### src/rtl/mac_load_seq_pkg.sv
// Shared types and constants for the matrix MAC operand load sequencer.
package mac_load_seq_pkg;

    // Sequencer states: idle, A-row reads, B-row reads, last-word drain, done pulse.
    typedef enum logic [2:0] {
        ST_IDLE  = 3'd0,
        ST_RD_A  = 3'd1,
        ST_RD_B  = 3'd2,
        ST_DRAIN = 3'd3,
        ST_DONE  = 3'd4
    } mac_ld_state_t;

    localparam int MAC_ROWS   = 3;
    localparam int WORD_BYTES = 4;
    localparam int SLOT_W     = 3;

    // Row-register slot for a read: A rows occupy 0..rows-1, B rows follow them.
    function automatic logic [SLOT_W-1:0] slot_of(input logic is_b,
                                                   input logic [1:0] cnt,
                                                   input int rows);
        logic [SLOT_W-1:0] base_s;
        base_s = is_b ? SLOT_W'(rows) : {SLOT_W{1'b0}};
        return base_s + SLOT_W'(cnt);
    endfunction

endpackage

### src/rtl/mac_ld_capture.sv
// Capture stage: delays the issued slot by one cycle and steers returning
// read data into the six MAC operand registers.
module mac_ld_capture
    import mac_load_seq_pkg::*;
#(
    parameter int WIDTH = 32
) (
    input  logic              clk,
    input  logic              rst,
    input  logic              flush,
    input  logic              issue_valid,
    input  logic [SLOT_W-1:0] issue_slot,
    input  logic [WIDTH-1:0]  rdata,
    output logic [WIDTH-1:0]  a_row1,
    output logic [WIDTH-1:0]  a_row2,
    output logic [WIDTH-1:0]  a_row3,
    output logic [WIDTH-1:0]  b_row1,
    output logic [WIDTH-1:0]  b_row2,
    output logic [WIDTH-1:0]  b_row3
);

    logic [SLOT_W-1:0] slot_r;
    logic              valid_r;
    logic [WIDTH-1:0]  a_row1_r, a_row2_r, a_row3_r;
    logic [WIDTH-1:0]  b_row1_r, b_row2_r, b_row3_r;

    // Track last cycle's issue and write the returning word into its row register.
    // A flush drops the read issued in that cycle; data already in flight still lands.
    always_ff @(posedge clk) begin
        if (!rst) begin
            slot_r   <= {SLOT_W{1'b0}};
            valid_r  <= 1'b0;
            a_row1_r <= {WIDTH{1'b0}};
            a_row2_r <= {WIDTH{1'b0}};
            a_row3_r <= {WIDTH{1'b0}};
            b_row1_r <= {WIDTH{1'b0}};
            b_row2_r <= {WIDTH{1'b0}};
            b_row3_r <= {WIDTH{1'b0}};
        end else begin
            valid_r <= issue_valid & ~flush;
            slot_r  <= issue_slot;
            if (valid_r) begin
                case (slot_r)
                    3'd0:    a_row1_r <= rdata;
                    3'd1:    a_row2_r <= rdata;
                    3'd2:    a_row3_r <= rdata;
                    3'd3:    b_row1_r <= rdata;
                    3'd4:    b_row2_r <= rdata;
                    3'd5:    b_row3_r <= rdata;
                    default: a_row1_r <= a_row1_r;
                endcase
            end else begin
                a_row1_r <= a_row1_r;
            end
        end
    end

    assign a_row1 = a_row1_r;
    assign a_row2 = a_row2_r;
    assign a_row3 = a_row3_r;
    assign b_row1 = b_row1_r;
    assign b_row2 = b_row2_r;
    assign b_row3 = b_row3_r;

endmodule

### src/rtl/mac_load_seq.sv
// Read-side sequencer for the matrix MAC path: fetches three A rows and three
// B rows as six word reads and holds them as mac_wrapper operands.
module mac_load_seq
    import mac_load_seq_pkg::*;
#(
    parameter int WIDTH = 32,
    parameter int ROWS  = MAC_ROWS
) (
    input  logic             clk,
    input  logic             rst,
    input  logic             start,
    input  logic [WIDTH-1:0] base_a,
    input  logic [WIDTH-1:0] base_b,
    input  logic             flush,
    output logic             mem_rd_en,
    output logic [WIDTH-1:0] mem_addr,
    input  logic [WIDTH-1:0] mem_rdata,
    output logic             busy,
    output logic             done,
    output logic             align_err,
    output logic [WIDTH-1:0] a_row1,
    output logic [WIDTH-1:0] a_row2,
    output logic [WIDTH-1:0] a_row3,
    output logic [WIDTH-1:0] b_row1,
    output logic [WIDTH-1:0] b_row2,
    output logic [WIDTH-1:0] b_row3
);

    localparam logic [1:0] CNT_LAST = 2'(ROWS - 1);

    mac_ld_state_t     state_r;
    logic [1:0]        cnt_r;
    logic [WIDTH-1:0]  base_a_r;
    logic [WIDTH-1:0]  base_b_r;
    logic              align_err_r;
    logic              busy_r;
    logic              done_r;

    logic              rd_en_s;
    logic [WIDTH-1:0]  addr_s;
    logic [WIDTH-1:0]  offset_s;
    logic [SLOT_W-1:0] issue_slot_s;

    // Read strobe and word address decoded from state, counter and latched bases.
    always_comb begin
        rd_en_s      = 1'b0;
        addr_s       = {WIDTH{1'b0}};
        offset_s     = WIDTH'(cnt_r) * WIDTH'(WORD_BYTES);
        issue_slot_s = slot_of(state_r == ST_RD_B, cnt_r, ROWS);
        case (state_r)
            ST_RD_A: begin
                rd_en_s = 1'b1;
                addr_s  = base_a_r + offset_s;
            end
            ST_RD_B: begin
                rd_en_s = 1'b1;
                addr_s  = base_b_r + offset_s;
            end
            default: begin
                rd_en_s = 1'b0;
                addr_s  = {WIDTH{1'b0}};
            end
        endcase
    end

    // Burst FSM; busy/done are registered alongside the state they describe.
    always_ff @(posedge clk) begin
        if (!rst) begin
            state_r     <= ST_IDLE;
            cnt_r       <= 2'd0;
            base_a_r    <= {WIDTH{1'b0}};
            base_b_r    <= {WIDTH{1'b0}};
            align_err_r <= 1'b0;
            busy_r      <= 1'b0;
            done_r      <= 1'b0;
        end else if (flush) begin
            state_r <= ST_IDLE;
            cnt_r   <= 2'd0;
            busy_r  <= 1'b0;
            done_r  <= 1'b0;
        end else begin
            case (state_r)
                ST_IDLE: begin
                    done_r <= 1'b0;
                    if (start) begin
                        base_a_r    <= {base_a[WIDTH-1:2], 2'b00};
                        base_b_r    <= {base_b[WIDTH-1:2], 2'b00};
                        align_err_r <= (|base_a[1:0]) | (|base_b[1:0]);
                        cnt_r       <= 2'd0;
                        state_r     <= ST_RD_A;
                        busy_r      <= 1'b1;
                    end else begin
                        busy_r <= 1'b0;
                    end
                end
                ST_RD_A: begin
                    busy_r <= 1'b1;
                    if (cnt_r == CNT_LAST) begin
                        cnt_r   <= 2'd0;
                        state_r <= ST_RD_B;
                    end else begin
                        cnt_r <= cnt_r + 2'd1;
                    end
                end
                ST_RD_B: begin
                    busy_r <= 1'b1;
                    if (cnt_r == CNT_LAST) begin
                        cnt_r   <= 2'd0;
                        state_r <= ST_DRAIN;
                    end else begin
                        cnt_r <= cnt_r + 2'd1;
                    end
                end
                ST_DRAIN: begin
                    // Last word lands at the end of this cycle; stall drops with done.
                    busy_r  <= 1'b0;
                    done_r  <= 1'b1;
                    state_r <= ST_DONE;
                end
                ST_DONE: begin
                    busy_r  <= 1'b0;
                    done_r  <= 1'b0;
                    state_r <= ST_IDLE;
                end
                default: begin
                    state_r <= ST_IDLE;
                    cnt_r   <= 2'd0;
                    busy_r  <= 1'b0;
                    done_r  <= 1'b0;
                end
            endcase
        end
    end

    mac_ld_capture #(
        .WIDTH (WIDTH)
    ) u_capture (
        .clk         (clk),
        .rst         (rst),
        .flush       (flush),
        .issue_valid (rd_en_s),
        .issue_slot  (issue_slot_s),
        .rdata       (mem_rdata),
        .a_row1      (a_row1),
        .a_row2      (a_row2),
        .a_row3      (a_row3),
        .b_row1      (b_row1),
        .b_row2      (b_row2),
        .b_row3      (b_row3)
    );

    assign mem_rd_en = rd_en_s;
    assign mem_addr  = addr_s;
    assign busy      = busy_r;
    assign done      = done_r;
    assign align_err = align_err_r;

endmodule
### config.mk
export PLATFORM = sky130hd
export DESIGN_NAME = mac_load_seq
export DESIGN_NICKNAME = d
export VERILOG_FILES = /design/src/rtl/mac_load_seq_pkg.sv /design/src/rtl/mac_ld_capture.sv /design/src/rtl/mac_load_seq.sv
export SDC_FILE = /design/constraint.sdc
export NUM_CORES = 1
export LEC_CHECK = 0
export BUFFER_PORTS_ARGS = -buffer_cell sky130_fd_sc_hd__buf_2
export CAP_MARGIN = 40
export CORE_MARGIN = 4
export CORE_UTILIZATION = 50
export CTS_BUF_LIST = sky130_fd_sc_hd__clkbuf_8
export DETAILED_ROUTE_END_ITERATION = 12
export HOLD_SLACK_MARGIN = 0.02
export PLACE_DENSITY = 0.87
export SYNTH_ARGS = -nofsm -noshare
export SYNTH_HDL_FRONTEND = slang
export SYNTH_SLANG_ARGS = --single-unit
### constraint.sdc
create_clock -name clk -period 4.8 [get_ports clk]
set_input_delay 0.96 -clock clk [delete_from_list [all_inputs] [get_ports clk]]
set_output_delay 0.96 -clock clk [all_outputs]
set_load 0.01 [all_outputs]
* Word level (Yosys, flattened, before mapping) *
Index checks and enable logic that the tools add are counted.

word-level totals
  flip-flop bits (word level) = 264
  word-level logic and storage cells = 66

cells by class
  muxes and demuxes = 13
  equality and inequality tests = 13
  reductions and logical operators = 16
  bitwise gates (word level) = 5
  add/sub/neg operators = 4

operators with widths
  cell                 number
  $add 32x4->32        2
  $pmux 32 s2          1
  $reduce_and 2->1     7
  $eq 3x2->1 const B   4
  $pmux 3 s4           1
  $reduce_or 2->1      5
  $eq 3x3->1 const B   3
  $mux 3               3
  $eq 3x1->1 const B   2
  $logic_not 3->1      2
  $mux 2               3
  $pmux 2 s3           1
  $reduce_and 3->1     2
  $ne 2x2->1 const B   2
  $pmux 1 s2           2
  $add 2x2->3          1
  $not 1->1            3
  $add 2x1->2 const B  1
  $eq 2x2->1 const B   1
  $mux 1               2
  $ne 2x1->1 const B   1
  $and 1x1->1          1
  $or 1x1->1           1

* Depth between registers and ports, before layout *
Gate-level depths: netlist of the first run.

  word-level depth = 4
  mapped depth = 15
  depth with buffers taken out = 11

* Hierarchy *
A second synthesis of the first run with hierarchy kept.

unflattened totals
  cell total of the unflattened synthesis = 1215
  area, all modules = 11259.5 µm²

modules (own cells, without submodules)
  module          sequential area each (µm²)  times used  area each (µm²)  cells each
  mac_ld_capture  3923.8                      1           7069.3           669
  mac_load_seq    1361.3                      1           4190.3           546

* Least setup slack after synthesis of the first run *
OpenSTA, ideal clock, no wires.

  path kind = flip-flop to output port
  from = reg state_r[1]
  to = out mem_addr[26]
  data arrival time = 3.323 ns
  required time = 3.840 ns
  slack = 0.517 ns
  path buffers = 4
  cell stages (with the launch flop) = 16
  path through = dfxtp_1 -> or3b_1 -> inv_1 -> buf_4 -> buf_4 -> buf_2 -> nand2_1 -> nand2_1 -> ha_1 -> inv_1 -> fa_1 -> clkbuf_1 -> inv_1 -> o221ai_2 -> or4_1 -> and3_1

between the ends
  word-level cells in the longest chain between the ends = 2
  elaborated cells between the ends (all ways) = 3

ends and longest elaborated chain
  item                                             RTL line            source
  start, declared                                  mac_load_seq.sv:31  mac_ld_state_t state_r;
  start signal, assigned                           mac_load_seq.sv:69  state_r <= ST_IDLE;
  start signal, assigned                           mac_load_seq.sv:77  state_r <= ST_IDLE;
  start signal, assigned                           mac_load_seq.sv:90  state_r <= ST_RD_A;
  $eq 3x2->1 / $eq 3x1->1 (equally long branches)  mac_load_seq.sv:50  case (state_r)
  $pmux 32 s2 *                                    mac_load_seq.sv:50
  end, declared                                    mac_load_seq.sv:16  output logic [WIDTH-1:0] mem_addr,

Every way passes the cells marked *; elsewhere a longest branch is shown, timed or not.

* Worst setup path in the final report of the first run *
  from = reg state_r[1]
  to = out mem_addr[23]

The elaborated chain is that of the path after synthesis.

==> metrics.yaml, run 1 <==
outcome:
  status: "finished clean"
timing:
  worst_slew_pin_slew_ns: 0.736
  slew_viol_final: 0
  hold_slack_ns: 0.458
  setup_viol: 0
  fmax_mhz: 217
  period_minus_slack_ns: 4.61
  setup_slack_ns: 0.189
  fin_crit_sh_pct: 96.1
  maxSlewHeadroom_pct: 50.8
  tns_ns: 0
  rsz0062_at_grt: "false"
  hold_violations: 0
  finClkSkew_ns: 0.0111
place:
  dpl.hpwl_um: 24300
  dpl_worst_slack_ns: 0.633
  placedInstanceArea_um2: 13000
  gp_congestion: 0.901
  port_buffers: 325
  dp.cells: 1925
synthesis:
  synth_edf_count: 0
  synth-seq-cells: 264
  synth.area.top_cells: "dfxtp_1 (47%), nand2_1 (18%), a21boi_0 (17%), clkbuf_1 (3.0%), mux2i_1 (2.3%)"
  yosys.area_share.simple_pct: 24.8
  synth_compound_area_share_pct: 20.4
  synth.most_common_cell: "nand2_1"
  synthDistinctLibCells: 55
  synth_area_um2: 11300
  muxShareOfSynthArea_pct: 2.31
  yosysSeqAreaShare_pct: 46.8
  yosys.area.top_type: "dfxtp_1"
  synthArstFlopShare_pct: 0
  yosysWarnings: 0
  synthXorXnorAreaFrac_pct: 1.16
  synthAdderAreaFrac_pct: 0.687
  syn_inst: 1398
  synth_common_cells: "nand2_1 (532), dfxtp_1 (264), a21boi_0 (253), clkbuf_1 (89)"
  syn_area_per_cell_um2: 8.07
  synth_flop_cell: "dfxtp_1"
  yosysTopAreaCellShare_pct: 46.8
  synth_top_family_by_area: "simple AND/OR/NAND/NOR gates"
pwr:
  p_int_mw: 3.21
  p_seq_share_pct: 53.0
  p_total_mw: 4.25
  power_density_nw_per_um2: 307
  p_clk_share_pct: 41.6
  ir_drop_mv: 0.290
  p_sw_mw: 1.04
  p_leak_nw: 5.59
  p_sw_share_pct: 24.5
  comb_power_share_pct: 5.4
finish:
  diodes: 0
  final_core_util_pct: 62.8
  design_area_um2: 13800
  drive_above_1_share_pct: 23.9
  nets: 1796
  fillCellCount: 1881
  area_growth_pct: 22.6
  fin_cells: 1998
drt:
  drt-pass1-iter-count: 5
  drt_iter0_drc: 801
  ant_nets: 0
  drc: 0
  wirelength_um: 34700
  routed_via_density: 5.45
  routed-via-count: 10898
  drt-wirelength-per-cell_um: 17.4
global_routing:
  grt_max_degree: 123
  grt_pass1_vias: 10673
  antenna_found_initial: 0
  grtUsageTotal_pct: 26.6
  grt_pass1_wl_um: 54100
  overflow: 0
floorplan:
  dieWidth_um: 158
  dieArea_um2: 25000
  coreArea_um2: 22000
  num_io_pins: 328
  placementRows: 54
  die_h_um: 158
  start_util_pct: 51.2
hold_path:
  min_path_type: "reg -> reg"
run:
  cap_violations: 0
clock_network:
  cts_root_buf: "clkbuf_8"
  cts_buffers: 43
  cts_max_path_buffers: 3
  clock-sinks: 264
  insertion_delay_ns: 0.55
  htreeDepth: 2
  clk_pin_slew_ns: 0.06
  cts_tree: "built"
setup_path:
  cp.required_ns: 3.84
  crit_type: "reg -> out"
  endpoint_kind: "output pin"
  crit_arrival_ns: 3.65
  cp-start-kind: "register"
  crit_path_max_fanout: 28
## metal layers
metal	global-route usage [%]	up-vias	routed length (um)	share of wire, %
li1	-	5228	-	-
met1	32.5	5053	13800	40
met2	43.6	506	16200	47
met3	7.44	111	3250	9.3
met4	12.4	0	1480	4.3
met5	0	-	0	0
## kinds of logic after synthesis
| kind of cell | Yosys count |
|---|---|
| simple gates | 674 |
| compound gates | 309 |
| flops | 264 |
| buf+inv | 104 |
| mux | 26 |
| xor+xnor | 15 |
| fa+ha+maj | 5 |
| other cells | 1 |
## cell type report
cell class	instances	area, um2	share of cell area (%)
tap	280	350	2.53
clock inverter	26	136	0.986
multi-input combinational	1031	5600	40.5
timing repair buffer	344	1800	13.0
clock buffer	46	633	4.58
sequential	264	5290	38.2
inverter	7	28.8	0.208
## sequential cells by signal, indices dropped and copies added (netlist names)
register,count
base_a_r,30
u_capture.b_row1,32
done,1
u_capture.a_row1,32
align_err,1
base_b_r,30
state_r,3
u_capture.a_row2,32
u_capture.valid_r,1
u_capture.a_row3,32
busy,1
cnt_r,2
u_capture.b_row2,32
u_capture.b_row3,32
u_capture.slot_r,3
## timing repair
item,in CTS,in global routing
resized for setup,0,3
endpoints found under the setup margin,0,9
endpoints found under the hold margin,0,0
hold buffers,0,0
buffers inserted,0,1
## worst max-delay path, cell delays in order (launching register included)
cell and delay [ns]:
dfxtp_1 0.43, or3b_1 0.44, buf_4 0.26, nand2_1 0.10, nand2_1 0.07, ha_1 0.29
a21oi_1 0.47, nor4_2 0.13, nor2_1 0.40, nor3_1 0.11, nor3_1 0.21, buf_2 0.18
## power by group through the flow
stage	Sequential, mW	Combinational, mW	Clock [mW]
2_1_floorplan	2.29	0.121	0
3_3_place_gp	2.30	0.220	0
3_5_place_dp	2.30	0.226	0
4_1_cts	2.25	0.227	1.80
5_1_grt	2.26	0.250	1.91
6_report	2.25	0.229	1.77
## layout by cell type (no fill, tap or decap), types with 4 or more instances in the layout
| cell type | synthesis | final |
|---|---|---|
| dfxtp_1 | 264 | 264 |
| a21boi_0 | 253 | 253 |
| o31a_1 | 5 | 5 |
| clkbuf_8 | 0 | 46 |
| buf_4 | 4 | 18 |
| xor2_1 | 5 | 5 |
| xnor2_1 | 10 | 10 |
| nor3_1 | 29 | 29 |
| nor2_1 | 29 | 28 |
| and2_1 | 6 | 6 |
| o21a_1 | 4 | 4 |
| a21oi_1 | 8 | 8 |
| buf_2 | 3 | 324 |
| mux2i_1 | 26 | 26 |
| nor4_1 | 10 | 9 |
| a31oi_1 | 5 | 5 |
| o21ai_0 | 8 | 8 |
| and3_1 | 15 | 14 |
| o22ai_1 | 4 | 4 |
| inv_1 | 7 | 25 |
| nor2b_1 | 5 | 5 |
| nand4_1 | 8 | 8 |
| nand2_1 | 532 | 532 |
| nand3_1 | 21 | 20 |
| a21o_1 | 4 | 4 |
## worst paths after layout
path / cells after the start / startpoint / endpoint / slack [ns]
setup / recovery: 11 / state_r[1] / mem_addr[23] / 0.19
hold reg to reg: 2 / u_capture.b_row1[20] / u_capture.b_row1[20] / 0.46
setup reg to reg: 5 / u_capture.valid_r / u_capture.a_row2[1] / 2.67
hold / removal: 2 / u_capture.b_row1[20] / u_capture.b_row1[20] / 0.46
Power figures use the tool's default switching activity.
==> run 2: changes to the inputs <==
REMOVE_ABC_BUFFERS = 1   (was unset)
==> metrics.yaml, run 2 (same netlist as run 1, synthesis figures left out) <==
clock_network:
  cts_setup_buffers: 0
  cts_root_buf: "clkbuf_8"
  htreeDepth: 2
  cts_buffers: 44
  cts_tree: "built"
  clk_pin_slew_ns: 0.06
  ctsHoldBuffers: 0
  clock-sinks: 264
  ctsResizeCount: 0
  cts_max_path_buffers: 3
  insertion_delay_ns: 0.55
place:
  gp_congestion: 0.897
  dp.cells: 1924
  port_buffers: 325
  dpl.hpwl_um: 23600
drt:
  routed-via-count: 10992
  drt_iter0_drc: 761
  drt-met1-wl_um: 13700
  routed_via_density: 5.49
  ant_nets: 0
  drt-wirelength-per-cell_um: 17.6
  wl_met2_um: 17500
  wl_met3_um: 3320
  wirelength_um: 35300
  dr.max_layer_used: "met4"
  drc: 0
  drt-pass1-iter-count: 7
floorplan:
  dieArea_um2: 25000
  placementRows: 54
  start_util_pct: 51.2
  dieWidth_um: 158
  die_h_um: 158
  coreArea_um2: 22000
  num_io_pins: 328
setup_path:
  endpoint_kind: "output pin"
  cp.required_ns: 3.84
  crit_path_cell_trace: "or3b_1 -> buf_6 -> nand2_1 -> nand2_1 -> ha_1 -> a21oi_1 -> nor4_2 -> o211ai_1 -> nor4_1 -> nor3_1 -> buf_2"
  cp-start-kind: "register"
  slowest_stage: "o211ai_1"
  reg2reg_slack_ns: 2.60
  crit_arrival_ns: 3.59
  crit_path_max_fanout: 27
  crit_type: "reg -> out"
  cp_common_cell: "nand2_1"
  crit_family: "compound AO/OA/AOI/OAI gates"
  max_stage_delay_ns: 0.61
  crit_buf_inv: 2
timing:
  tns_ns: 0
  hold_slack_ns: 0.456
  worst_slew_pin_slew_ns: 0.807
  slew_viol_final: 0
  period_minus_slack_ns: 4.55
  finClkSkew_ns: 0.0221
  rsz0062_at_grt: "false"
  maxSlewHeadroom_pct: 46.2
  fmax_mhz: 220
  fin_crit_sh_pct: 94.7
  setup_viol: 0
  hold_violations: 0
pwr:
  power_density_nw_per_um2: 321
  p_leak_nw: 5.65
  ir_drop_mv: 0.220
global_routing:
  grt_pass1_wl_um: 53400
  grtUsageTotal_pct: 26.4
  grt_pass1_vias: 10364
  grt_max_degree: 147
  antenna_found_initial: 2
  overflow: 0
hold_path:
  min_path_type: "reg -> reg"
outcome:
  status: "finished clean"
finish:
  layout_commonest_cell: "nand2_1"
  fillCellCount: 1854
  drive_above_1_share_pct: 24.4
  nets: 1795
  final_core_util_pct: 63.6
  area_growth_pct: 24.2
  most-common-layout-cells: "nand2_1 (532), buf_2 (324), dfxtp_1 (264)"
  fin_cells: 2004
run:
  cap_violations: 0
## run 2: cell count changes in the layout (fill, tap and decap cells not counted), sizes merged
cell      change
diode         +2
inv           -7
buf           -2
clkinvlp      +1
bufinv        +1
clkinv        +1
clkbuf       +10
## run 2: worst reg2reg max path, delay by kind of cell (launching register included)
| family | cells | cell delay [ns] |
|---|---|---|
| AOI/OAI and AO/OA | 1 | 0.25 |
| buffers and inverters | 1 | 0.42 |
| DFF | 1 | 0.37 |
| and+or+nand+nor | 3 | 1.07 |
## run 2: through the flow
stage	cell area, um2	setup WS [ns]	power, mW
floorplan	10900	-0.313	2.39
global placement	13000	0.859	2.52
detailed placement	13100	0.802	2.53
CTS	14000	0.190	4.53
global route	14000	0.0417	4.64
finish	14000	0.254	4.49
## run 2: path summary, 6_finish.rpt
path	startpoint	to	cells after the start
worst max-delay path	state_r[1]	mem_addr[25]	11
worst min-delay path	done	done	1
worst max register to register	u_capture.valid_r	u_capture.a_row2[10]	5
worst min register to register	done	done	1
## run 2: layout make-up
cell class | count | area, um2 | area share (%)
Tap cell | 280 | 350 | 2.50
Sequential cell | 264 | 5290 | 37.7
Inverter | 7 | 26.3 | 0.188
Multi-Input combinational cell | 1031 | 5610 | 40.0
Clock buffer | 56 | 771 | 5.50
Antenna cell | 2 | 5.00 | 0.0357
Clock inverter | 22 | 136 | 0.973
Timing Repair Buffer | 342 | 1830 | 13.1
## run 2: power breakdown
| group | switching (mW) | internal [mW] |
|---|---|---|
| Combinational | 0.132 | 0.0984 |
| Sequential | 0.0330 | 2.22 |
| Clock | 0.901 | 1.11 |
## run 2: layer usage
layer	vias to the layer above	GRT usage [%]
met5	-	0
met4	0	8.41
met3	75	5.11
met2	617	47.4
met1	5050	31.8
li1	5250	-
